$ cat src/rtl/cache_req_arbiter.sv
// Two-master arbiter in front of the unified cache port: one transaction in flight,
// responses routed back to the master that owns the outstanding request.
module cache_req_arbiter #(
  parameter int unsigned ADDR_WIDTH = 32,
  parameter int unsigned DATA_WIDTH = 32,
  parameter int unsigned STRB_WIDTH = DATA_WIDTH / 8,
  parameter int unsigned FIXED_PRIO = 0
) (
  input  logic                  clk_i,
  input  logic                  rst_ni,
  input  logic                  m0_req_valid_i,
  input  logic [ADDR_WIDTH-1:0] m0_req_addr_i,
  input  logic [DATA_WIDTH-1:0] m0_req_value_i,
  input  logic [STRB_WIDTH-1:0] m0_req_wstrb_i,
  output logic                  m0_req_ready_o,
  output logic                  m0_resp_valid_o,
  output logic [DATA_WIDTH-1:0] m0_resp_value_o,
  input  logic                  m1_req_valid_i,
  input  logic [ADDR_WIDTH-1:0] m1_req_addr_i,
  input  logic [DATA_WIDTH-1:0] m1_req_value_i,
  input  logic [STRB_WIDTH-1:0] m1_req_wstrb_i,
  output logic                  m1_req_ready_o,
  output logic                  m1_resp_valid_o,
  output logic [DATA_WIDTH-1:0] m1_resp_value_o,
  output logic                  s_req_valid_o,
  output logic [ADDR_WIDTH-1:0] s_req_addr_o,
  output logic [DATA_WIDTH-1:0] s_req_value_o,
  output logic [STRB_WIDTH-1:0] s_req_wstrb_o,
  input  logic                  s_req_ready_i,
  input  logic                  s_resp_valid_i,
  input  logic [DATA_WIDTH-1:0] s_resp_value_i,
  output logic                  spurious_o
);

  typedef enum logic [1:0] {IDLE, REQ, WAIT} state_e;

  state_e state_q;
  logic   owner_q;
  logic   rr_q;
  logic   grant_c;
  logic   winner_c;

  // Arbitration only while idle; ready is held low while reset is asserted.
  always_comb begin
    grant_c  = 1'b0;
    winner_c = 1'b0;
    if (rst_ni && (state_q == IDLE) && (m0_req_valid_i || m1_req_valid_i)) begin
      grant_c = 1'b1;
      if (m0_req_valid_i && m1_req_valid_i) begin
        winner_c = (FIXED_PRIO != 0) ? 1'b0 : rr_q;
      end else begin
        winner_c = m1_req_valid_i;
      end
    end
  end

  assign m0_req_ready_o = grant_c & ~winner_c;
  assign m1_req_ready_o = grant_c & winner_c;

  always_ff @(posedge clk_i or negedge rst_ni) begin
    if (!rst_ni) begin
      state_q         <= IDLE;
      owner_q         <= 1'b0;
      rr_q            <= 1'b0;
      s_req_valid_o   <= 1'b0;
      s_req_addr_o    <= '0;
      s_req_value_o   <= '0;
      s_req_wstrb_o   <= '0;
      m0_resp_valid_o <= 1'b0;
      m0_resp_value_o <= '0;
      m1_resp_valid_o <= 1'b0;
      m1_resp_value_o <= '0;
      spurious_o      <= 1'b0;
    end else begin
      m0_resp_valid_o <= 1'b0;
      m1_resp_valid_o <= 1'b0;
      // A response is only meaningful once the cache has taken the request.
      if (s_resp_valid_i && (state_q != WAIT)) begin
        spurious_o <= 1'b1;
      end
      case (state_q)
        IDLE: begin
          if (grant_c) begin
            s_req_addr_o  <= winner_c ? m1_req_addr_i  : m0_req_addr_i;
            s_req_value_o <= winner_c ? m1_req_value_i : m0_req_value_i;
            s_req_wstrb_o <= winner_c ? m1_req_wstrb_i : m0_req_wstrb_i;
            owner_q       <= winner_c;
            s_req_valid_o <= 1'b1;
            state_q       <= REQ;
            if (FIXED_PRIO == 0) begin
              rr_q <= ~winner_c;
            end
          end
        end
        REQ: begin
          if (s_req_ready_i) begin
            s_req_valid_o <= 1'b0;
            state_q       <= WAIT;
          end
        end
        WAIT: begin
          if (s_resp_valid_i) begin
            if (owner_q) begin
              m1_resp_valid_o <= 1'b1;
              m1_resp_value_o <= s_resp_value_i;
            end else begin
              m0_resp_valid_o <= 1'b1;
              m0_resp_value_o <= s_resp_value_i;
            end
            state_q <= IDLE;
          end
        end
        default: state_q <= IDLE;
      endcase
    end
  end

endmodule

$ cat config.mk
export PLATFORM = sky130hd
export DESIGN_NAME = cache_req_arbiter
export DESIGN_NICKNAME = d
export VERILOG_FILES = /design/src/rtl/cache_req_arbiter.sv
export SDC_FILE = /design/constraint.sdc
export NUM_CORES = 1
export LEC_CHECK = 0
export BUFFER_PORTS_ARGS = -buffer_cell sky130_fd_sc_hd__buf_4
export CAP_MARGIN = 10
export CORE_AREA = 3 3 121 123
export CTS_CLUSTER_SIZE = 24
export DETAILED_ROUTE_END_ITERATION = 6
export DIE_AREA = 0 0 124 126
export HOLD_SLACK_MARGIN = 0.12
export MAX_ROUTING_LAYER = met4
export PLACE_DENSITY = 0.86
export SYNTH_ARGS = -nofsm -noshare
export SYNTH_HDL_FRONTEND = slang
export SYNTH_SLANG_ARGS = --single-unit
$ cat constraint.sdc
create_clock -name clk_i -period 2.82 [get_ports clk_i]
set_clock_uncertainty 0.1 [all_clocks]
set_input_delay 0.141 -clock clk_i [delete_from_list [all_inputs] [get_ports clk_i]]
set_output_delay 0.141 -clock clk_i [all_outputs]
set_load 0.1 [all_outputs]
Word level (Yosys, flattened, before mapping)
Index checks and enable logic that the tools add are counted.
{"block": "word_totals", "regBits": 140, "in_bits": 174, "out_inout_bits": 138, "wordCells": 53}
{"block": "classes", "eq_ne": 6, "muxes": 19, "bitwise_logic": 4, "reduce_logical": 12}
{"operator": "$mux W32", "count": 2}
{"operator": "$reduce_and A3 Y1", "count": 4}
{"operator": "$mux W1", "count": 11}
{"operator": "$ne A2 B2 Y1 const B", "count": 4}
{"operator": "$mux W2", "count": 3}
{"operator": "$pmux W2 S3", "count": 1}
{"operator": "$logic_and A1 B1 Y1", "count": 4}
{"operator": "$mux W4", "count": 1}
{"operator": "$and A1 B1 Y1", "count": 2}
{"operator": "$eq A2 B1 Y1 const B", "count": 1}
{"operator": "$eq A2 B2 Y1 const B", "count": 1}
{"operator": "$logic_not A2 Y1", "count": 1}
{"operator": "$not A1 Y1", "count": 2}
{"operator": "$pmux W1 S2", "count": 1}
{"operator": "$reduce_and A2 Y1", "count": 1}
{"operator": "$reduce_bool A2 Y1", "count": 1}
{"operator": "$logic_or A1 B1 Y1", "count": 1}

Logic depth before layout (Yosys ltp)
Gate-level depths: netlist (run 1).
{"block": "logic_depth", "depth_word": 6, "mapped_depth": 6, "mapped_depth_nobuf": 3}

Worst setup path before layout (run 1)
Ideal clock, no wire load.
{"block": "synth_path", "path_kind": "flip-flop to flip-flop", "startpoint": "reg state_q[0]", "endpoint": "reg rr_q", "setup_time_ps": 202, "arrival_time_ps": 2450, "t_required_ps": 2518, "path_slack_ps": 68, "stages_incl_launch_ff": 7, "n_path_buf": 3, "synth_period_minus_slack_ps": 2752, "path_cell_list": "dfrtp_1 or3b_1 buf_2 buf_6 buf_6 nor3b_2 a21oi_1"}
{"block": "synth_via", "elab_chain_len": 5, "word_cells_on_any_way": 7, "cone_classes": "mux (2); bitwise (1); reduce/logical (4)"}
{"item": "from (decl)", "line": "37", "rtl": "state_e state_q;"}
{"item": "from (signal assigned)", "line": "62", "rtl": "state_q <= IDLE;"}
{"item": "from (signal assigned)", "line": "89", "rtl": "state_q <= REQ;"}
{"item": "from (signal assigned)", "line": "98", "rtl": "state_q <= WAIT;"}
{"item": "$logic_not A2 Y1 (*)", "line": "47, 81"}
{"item": "$logic_and A1 B1 Y1 (2 in series)", "line": "47", "rtl": "if (rst_ni && (state_q == IDLE) && (m0_req_valid_i || m1_req_valid_i)) begin"}
{"item": "$mux W1", "line": "47"}
{"item": "$reduce_and A2 Y1 (no source line) or $not A1 Y1 (tied branches)"}
{"item": "to (signal assigned)", "line": "91", "rtl": "rr_q <= ~winner_c;"}
{"item": "to (decl)", "line": "39", "rtl": "logic rr_q;"}
Mark *: on every way between the ends. The rest lies on a longest branch, timed or not.
A chain may end at the register's enable or synchronous reset.

Final worst setup path (run 1)
{"block": "layout_path", "startpoint": "reg state_q[0]", "endpoint": "reg s_req_addr_o[9]"}
{"block": "layout_via", "elab_chain_len": 5, "word_cells_on_any_way": 7, "cone_classes": "mux (3); reduce/logical (4)"}
{"item": "$logic_not A2 Y1 (*)", "line": "47, 81"}
{"item": "$logic_and A1 B1 Y1 (2 in series)", "line": "47"}
{"item": "$mux W1", "line": "47"}
{"item": "$mux W32 or $reduce_and A2 Y1 (tied branches)"}
{"item": "to (signal assigned)", "line": "84", "rtl": "s_req_addr_o <= winner_c ? m1_req_addr_i : m0_req_addr_i;"}
{"item": "to (decl)", "line": "26", "rtl": "output logic [ADDR_WIDTH-1:0] s_req_addr_o,"}
Marked as above.

==> impl_summary.md, run 1 <==
Status
The flow ran to the end, and the final reports show no timing, DRC or antenna violations.

Routing
The DRC marker count from the first detailed-route iteration is 288. The detailed-router iteration count before antenna repair is 5. In the routed design, unresolved DRC markers number 0.

The average wire per cell in the routed design is 20.89 um. For this block, the via count after detailed routing is 6236. The sum of routed wire length over all layers is 23.73 mm.

The mean number of vias per cell is 5.489. The post-detailed-route count of antenna-violating nets is 0.

Synth
The net count of the mapped netlist is between 600 and 700. Counting flops and latches in the post-synthesis netlist gives 140. The Yosys step of the flow raised 0 warnings. After synthesis, the largest family of logic cells by area is simple AND/OR/NAND/NOR gates. The xor/xnor cell area share of the yosys netlist is 0%. The simple-gate area share of the yosys netlist is approximately an eighth. The fraction of the mapped netlist area in compound gates is 12.08%.

After Yosys synthesis, full adders, half adders and majority gates account for 0% of the synthesized area. The instance count of the mapped netlist is between 400 and 500. Sequential elements use 59.33% of the synthesized area. The top cell type's share of synthesized area is between 50% and 60%. The mean instance size in the synthesized netlist is 12.43 um2.

After synthesis, the netlist uses 25 different library cells. Of the post-synthesis cell area, the part taken by muxes is 12.21%. The area of the mapped netlist is ~0.0059 mm2. Ranked by total cell area, the synthesized netlist is headed by sky130_fd_sc_hd__dfrtp_1, sky130_fd_sc_hd__mux2_2, sky130_fd_sc_hd__a221o_1.

The synthesized design spends more area on one cell type than any other, namely sky130_fd_sc_hd__dfrtp_1.

Timing
The worst pin sits at a relative slew slack of 30.85%. Setup repair after global routing left no endpoint under its margin. The worst path meets setup with 0.1479 ns of slack.

Timing would allow up to 0.3742 GHz. In the final timing run, aggregate negative setup slack is 0 ns. The transition time at the pin with the least slew margin is 1.037 ns. The count of final hold-check violations is 0. Setup violations remaining at the end of the flow were counted as 0. The period utilization is 94.76%. The final number of max-transition violations came to 0. The clock period could shrink to roughly 2.7 ns.

Die
Measured along the x axis, the die boundary spans 124 um. Row generation in the floorplan step produced 43 rows. The die covers 0.01562 mm2. The vertical die dimension is 126 um.

The core outline area is 0.01377 mm2. Pin placement for this block handled 312 I/O pins. Once the floorplan was initialized, standard cells occupied 42.87% of the core.

GRT
For this run, the total global-route usage over all layers was measured as 30.94%. The wire length of the first global-routing pass is 35.61 mm. The initial antenna violation count came to 1. The final global-route overflow total is 0. The number of global-route vias before repair is between 6000 and 7000.

Entering global routing, the biggest net connects 85 pins.

Placed design
Before CTS, the worst setup slack after placement is 0.7471 ns. The congestion estimate from routability-driven global placement came to 0.8256. The post-placement cell area is ~0.0084 mm2.

Port buffering added 311 buffers. Detailed placement finished with a half-perimeter wire length of 13.26 mm.

Final layout
The final-stage net count is 1116. The library cells used most frequently in the layout, excluding fill and tap cells, are sky130_fd_sc_hd__buf_4, sky130_fd_sc_hd__dlygate4sd3_1, sky130_fd_sc_hd__dfrtp_1. The share of final-layout standard cells stronger than drive strength 1 is 44.92%. The commonest non-fill, non-tap cell in the layout is sky130_fd_sc_hd__buf_4. The core occupancy in the finished layout is 78.06%. Summing all multi-input logic gate instances after layout gives roughly 0.0022 mm2. The sequential cell area is 0.003503 mm2.

The area added between synthesis and finish is 82.09%. Summing all non-filler instances in the final layout gives an area of 0.01075 mm2. The fill cell total of the finished layout is 753.

Worst setup path
Along the worst path, the maximum fanout reaches 48. The slack of the worst reg-to-reg path is 0.15 ns. The critical path startpoint category is a register.

The critical path is of the reg -> reg type. STA classifies the critical path endpoint as a register. The worst path arrival time is 2.92 ns.

The data required time at the worst endpoint is between 3 and 4 ns.

CTS
The TritonCTS buffer count is 17. For this design, the sink count on the clock tree is 140. The post-CTS resize count is 0. The post-CTS setup buffer count is 0. Buffers inserted to repair hold after CTS numbered 172. Clock latency on the worst-skew pair, taken at its later pin, is 0.40 ns. TritonCTS built the clock tree. The clock-pin slew of the registers on the worst-case setup and hold paths is 0.06 ns.

The number of buffers on the longest clock path is 2. The maximum level of the CTS H-tree is 4. The CTS root buffer is sky130_fd_sc_hd__clkbuf_16.

Min path
The type of the tightest min-delay check is in -> reg.

Run
The max-cap violation count is 0.
-- synthesized netlist by cell type (all sizes together) --
master / count
buf: 29
dfrtp: 140
nand2b: 2
inv: 3
or3b: 1
nor2b: 1
nand3b: 1
nand2: 71
nor3: 68
mux2: 64
and3: 1
a221o: 68
a21oi: 2
nand4b: 1
nor3b: 3
a21o: 1
clkbuf: 16
o21ai: 3
-- per-layer routing --
layer / vias to the layer above / part of all wire [%] / track usage (%) / wire [um]
met2: 414 / 49 / 51.22 / 11720
li1: 2707 / - / - / -
met1: 3026 / 36 / 33.97 / 8571
met3: 89 / 9.5 / 8.666 / 2252
met4: 0 / 5.0 / 15.21 / 1186
met5: - / 0 / - / 0
-- worst max-delay path, cell delays in order (launching register included) --
cell and delay [ns]:
sky130_fd_sc_hd__dfrtp_1 0.41, sky130_fd_sc_hd__or3b_2 0.77, sky130_fd_sc_hd__buf_12 0.30, sky130_fd_sc_hd__nor3_1 0.30
sky130_fd_sc_hd__a221o_1 0.17, sky130_fd_sc_hd__dlygate4sd3_1 0.55
-- cell type report --
class | instances | area share (%)
clock inverters | 12 | 1.722
diodes | 1 | 0.02327
well taps | 180 | 2.095
repair buffers | 493 | 38.81
inverters | 3 | 0.1047
flip-flops and latches | 140 | 32.58
clock buffers | 20 | 4.248
multi-input cells | 287 | 20.41
-- logic make-up (layout without fill, tap and decap cells) --
group,after synthesis,after routing
flops,140,140
buf+inv,48,528
simple gates,149,149
other cells,0,1
mux,64,64
compound gates,74,74
-- stage by stage --
| stage | std cells | hold WS (ns) |
|---|---|---|
| floorplan | 475 | -0.2546 |
| global placement | 931 | -0.1704 |
| detailed placement | 931 | -0.1688 |
| CTS | 1135 | 0.1746 |
| global route | 1136 | 0.2062 |
| finish | 1136 | 0.1987 |
-- registers in the layout (all words and copies together), names as in the netlist --
| signal | count |
|---|---|
| spurious_o | 1 |
| state_q | 2 |
| owner_q | 1 |
| s_req_value_o | 32 |
| m1_resp_value_o | 32 |
| m0_resp_valid_o | 1 |
| s_req_wstrb_o | 4 |
| m0_resp_value_o | 32 |
| rr_q | 1 |
| s_req_valid_o | 1 |
| s_req_addr_o | 32 |
| m1_resp_valid_o | 1 |
-- worst paths after layout --
kind | from | end | cells past startpoint
min in group asynchronous | rst_ni | m1_resp_value_o[17] | 3
max reg2reg | state_q[0] | s_req_addr_o[9] | 5
min | m0_req_valid_i | owner_q | 3
min reg2reg | spurious_o | spurious_o | 1
max | state_q[0] | s_req_addr_o[9] | 5
max in group asynchronous | rst_ni | s_req_addr_o[16] | 4
Power of run 1 is left out: the tool's default activity adds up to more than one toggle a clock period on the data nets, which glitch-free logic cannot reach.
==> run 2, diff against run 1 <==
--- a/config.mk
+++ b/config.mk
@@ -7,13 +7,13 @@
 export LEC_CHECK = 0
 export BUFFER_PORTS_ARGS = -buffer_cell sky130_fd_sc_hd__buf_4
 export CAP_MARGIN = 10
-export CORE_AREA = 3 3 121 123
+export CORE_MARGIN = 3
+export CORE_UTILIZATION = 45
 export CTS_CLUSTER_SIZE = 24
 export DETAILED_ROUTE_END_ITERATION = 6
-export DIE_AREA = 0 0 124 126
 export HOLD_SLACK_MARGIN = 0.12
 export MAX_ROUTING_LAYER = met4
-export PLACE_DENSITY = 0.86
+export PLACE_DENSITY = 0.89
 export SYNTH_ARGS = -nofsm -noshare
 export SYNTH_HDL_FRONTEND = slang
 export SYNTH_SLANG_ARGS = --single-unit
==> constraint.sdc (replaced) <==
create_clock -name clk_i -period 2.8 [get_ports clk_i]
set_clock_uncertainty 0.1 [all_clocks]
set_input_delay 0.14 -clock clk_i [delete_from_list [all_inputs] [get_ports clk_i]]
set_output_delay 0.14 -clock clk_i [all_outputs]
set_load 0.1 [all_outputs]
==> run 2 against run 1 <==
Utilization rose by 5.4 points. Via count rose by 2.6%. Register-to-register slack barely moved. Worst setup slack got worse by 0.070 ns. Sequential share of layout area rose by 0.42 points. Final area fell by 1.3%. Non-clock buffer count fell by 1. Highest routed layer unchanged. Clock-buffer cell count fell by 3.
==> impl_summary.md, run 2 (same netlist as run 1, synthesis figures left out) <==
Final layout
The summed area of non-filler cells in the final layout is 0.01062 mm2 (was 0.01075 mm2). The commonest non-fill, non-tap cell in the layout is sky130_fd_sc_hd__buf_4 (unchanged). The share of final-layout standard cells stronger than drive strength 1 came to 45.07% (was 44.92%). Commonest cells after routing, fill and taps aside: sky130_fd_sc_hd__buf_4, sky130_fd_sc_hd__dlygate4sd3_1, sky130_fd_sc_hd__dfrtp_1 (unchanged). The count of inserted antenna diode cells is 0 (was 1). The non-filler instance count after layout is 1126 (was 1136). The area added between synthesis and finish is 79.78% (was 82.09%). The footprint of the multi-input gates is 0.002197 mm2 (was 0.002195 mm2).

The sequential cell area came to 0.003503 mm2 (unchanged). The fill cell total of the finished layout came to 609 (was 753). The final-stage net count is 1115 (was 1116).

CTS
The clock tree from TritonCTS is done (unchanged). The number of sinks on the clock net was 140 (unchanged). The clock-pin slew of the registers on the worst-case setup and hold paths came to 0.06 ns (about the same).

The clock insertion delay at the later pin of the skew report is 0.40 ns (about the same). The maximum level of the CTS H-tree is 4 (unchanged). The number of buffers on the longest clock path was 2 (unchanged).

The TritonCTS buffer count came to 17 (unchanged). The CTS root buffer is sky130_fd_sc_hd__clkbuf_16 (unchanged).

Die
The die area is 0.01453 mm2 (was 0.01562 mm2). The core outline area is 0.01272 mm2 (was 0.01377 mm2). The number of top-level pins is 312 (unchanged). The cell row count was 41 (was 43). The die span in x is 120.5 um (was 124 um).

The starting utilization of the core area is 46.41% (was 42.87%). The vertical die dimension was 120.5 um (was 126 um).

Routing
The number of vias after detailed routing came to 6396 (was 6236). The post-detailed-route count of antenna-violating nets was 0 (unchanged). The sum of routed wire length over all layers is 24.91 mm (was 23.73 mm). The DRC violation count after routing is 0 (unchanged). The DRC marker count from the first detailed-route iteration is 535 (was 288).

The detailed-router iteration count before antenna repair is 5 (unchanged). The mean number of vias per cell was 5.680 (was 5.489). The average wire per cell in the routed design is 22.12 um (was 20.89 um).

Timing
The final number of max-transition violations was 0 (unchanged). The period utilization is 97.21%. The total setup violations reported at the end of the flow was 0 (unchanged). The worst max-slew margin expressed relative to the limit is 35.10% (was 30.85%). Unrepaired setup endpoints after global routing: false (unchanged).

The transition time at the pin with the least slew margin is 0.9735 ns (was 1.037 ns). The fmax is 0.3674 GHz. The setup TNS is 0 ns (unchanged). The count of final hold-check violations is 0 (unchanged).

Counting I/O delays and the setup requirement, the final critical path takes roughly 2.7 ns.

GRT
The initial antenna violation count is 0 (was 1). The maximum number of pins on one net before global-route repair came to 80 (was 85). The total global-route track usage came to 34.79% (was 30.94%). The wire length of the first global-routing pass came to 38.16 mm (was 35.61 mm). The number of global-route vias before repair is 6996 (was 6478). The final global-route overflow total is 0 (unchanged).

Status
Status: finished clean (unchanged).

Placed design
The total half-perimeter wirelength after legalization and detailed placement came to 13.19 mm (was 13.26 mm). The post-placement cell area came to 0.008351 mm2 (was 0.008386 mm2). The number of cells after detailed placement is 923 (was 931).

The final weighted congestion in routability-driven placement came to 0.8112 (was 0.8256). The count of input and output buffers is 311 (unchanged).

Worst setup path
The sort of element at the end of the critical path is a register (unchanged). The worst path arrival time is 2.90 ns (was 2.92 ns). The critical register-to-register path startpoint was state_q[0] (unchanged). The critical path startpoint is rst_ni (was state_q[0]). The critical path startpoint category is a primary input (was register). The path type of the worst setup path is in -> reg (was reg -> reg). The critical-path maximum fanout was 46 (was 48). The data required time at the worst endpoint is 2.98 ns (was 3.06 ns).

Min path
The start point of the worst hold path is m1_req_wstrb_i[2] (was m0_req_valid_i). The type of the tightest min-delay check is in -> reg (unchanged).

Run
The max-cap violation count is 0 (unchanged).
run 2: worst max-delay path: stages:
cell and delay (ns):
sky130_fd_sc_hd__dlygate4sd3_1 0.57, sky130_fd_sc_hd__buf_6 0.14, sky130_fd_sc_hd__or3b_4 0.43, sky130_fd_sc_hd__buf_4 0.52
sky130_fd_sc_hd__nor3_1 0.17, sky130_fd_sc_hd__a221o_1 0.31, sky130_fd_sc_hd__dlygate4sd3_1 0.57
run 2: layer usage:
layer | up-vias | share of wire (%) | global-route usage, %
li1 | 2705 | - | -
met1 | 3124 | 36 | 38.12
met2 | 453 | 51 | 60.08
met3 | 114 | 7.2 | 7.016
met4 | 0 | 5.5 | 17.99
met5 | - | 0 | -
run 2: path summary, 6_finish.rpt:
kind / end / slack [ns] / cells past startpoint
worst max-delay path: s_req_addr_o[10] / 0.08 / 7
worst min-delay path: s_req_wstrb_o[2] / 0.13 / 4
worst max register to register: s_req_addr_o[10] / 0.14 / 5
worst min register to register: spurious_o / 0.37 / 1
max in group asynchronous: s_req_value_o[14] / 0.79 / 4
min in group asynchronous: s_req_addr_o[25] / 0.38 / 3
run 2: repair_timing:
item | 4_1_cts | 5_1_grt
hold buffers | 171 | 0
resized for setup | 0 | 1
endpoints found under the hold margin | 197 | 0
setup buffers | 0 | 0
setup endpoints to repair | 0 | 46
run 2: area by class of cell:
cell class,count,area share (%)
clock buffer,17,4.008
sequential,140,33.00
tap,172,2.027
clock inverter,15,1.179
multi-input combinational,287,20.70
timing repair buffer,492,38.98
inverter,3,0.1061
run 2: stage by stage:
stage / hold slack (ns) / util, % / worst slack, ns
after detailed placement: -0.1517 / 65.64 / 0.6266
after global placement: -0.1541 / 65.64 / 0.7401
after CTS: 0.1231 / 83.42 / 0.06665
after global routing: 0.1744 / 83.44 / 0.008683
final: 0.1304 / 83.44 / 0.07815
after floorplan: -0.2556 / - / 0.04796
Power of run 2 is left out for the same reason.
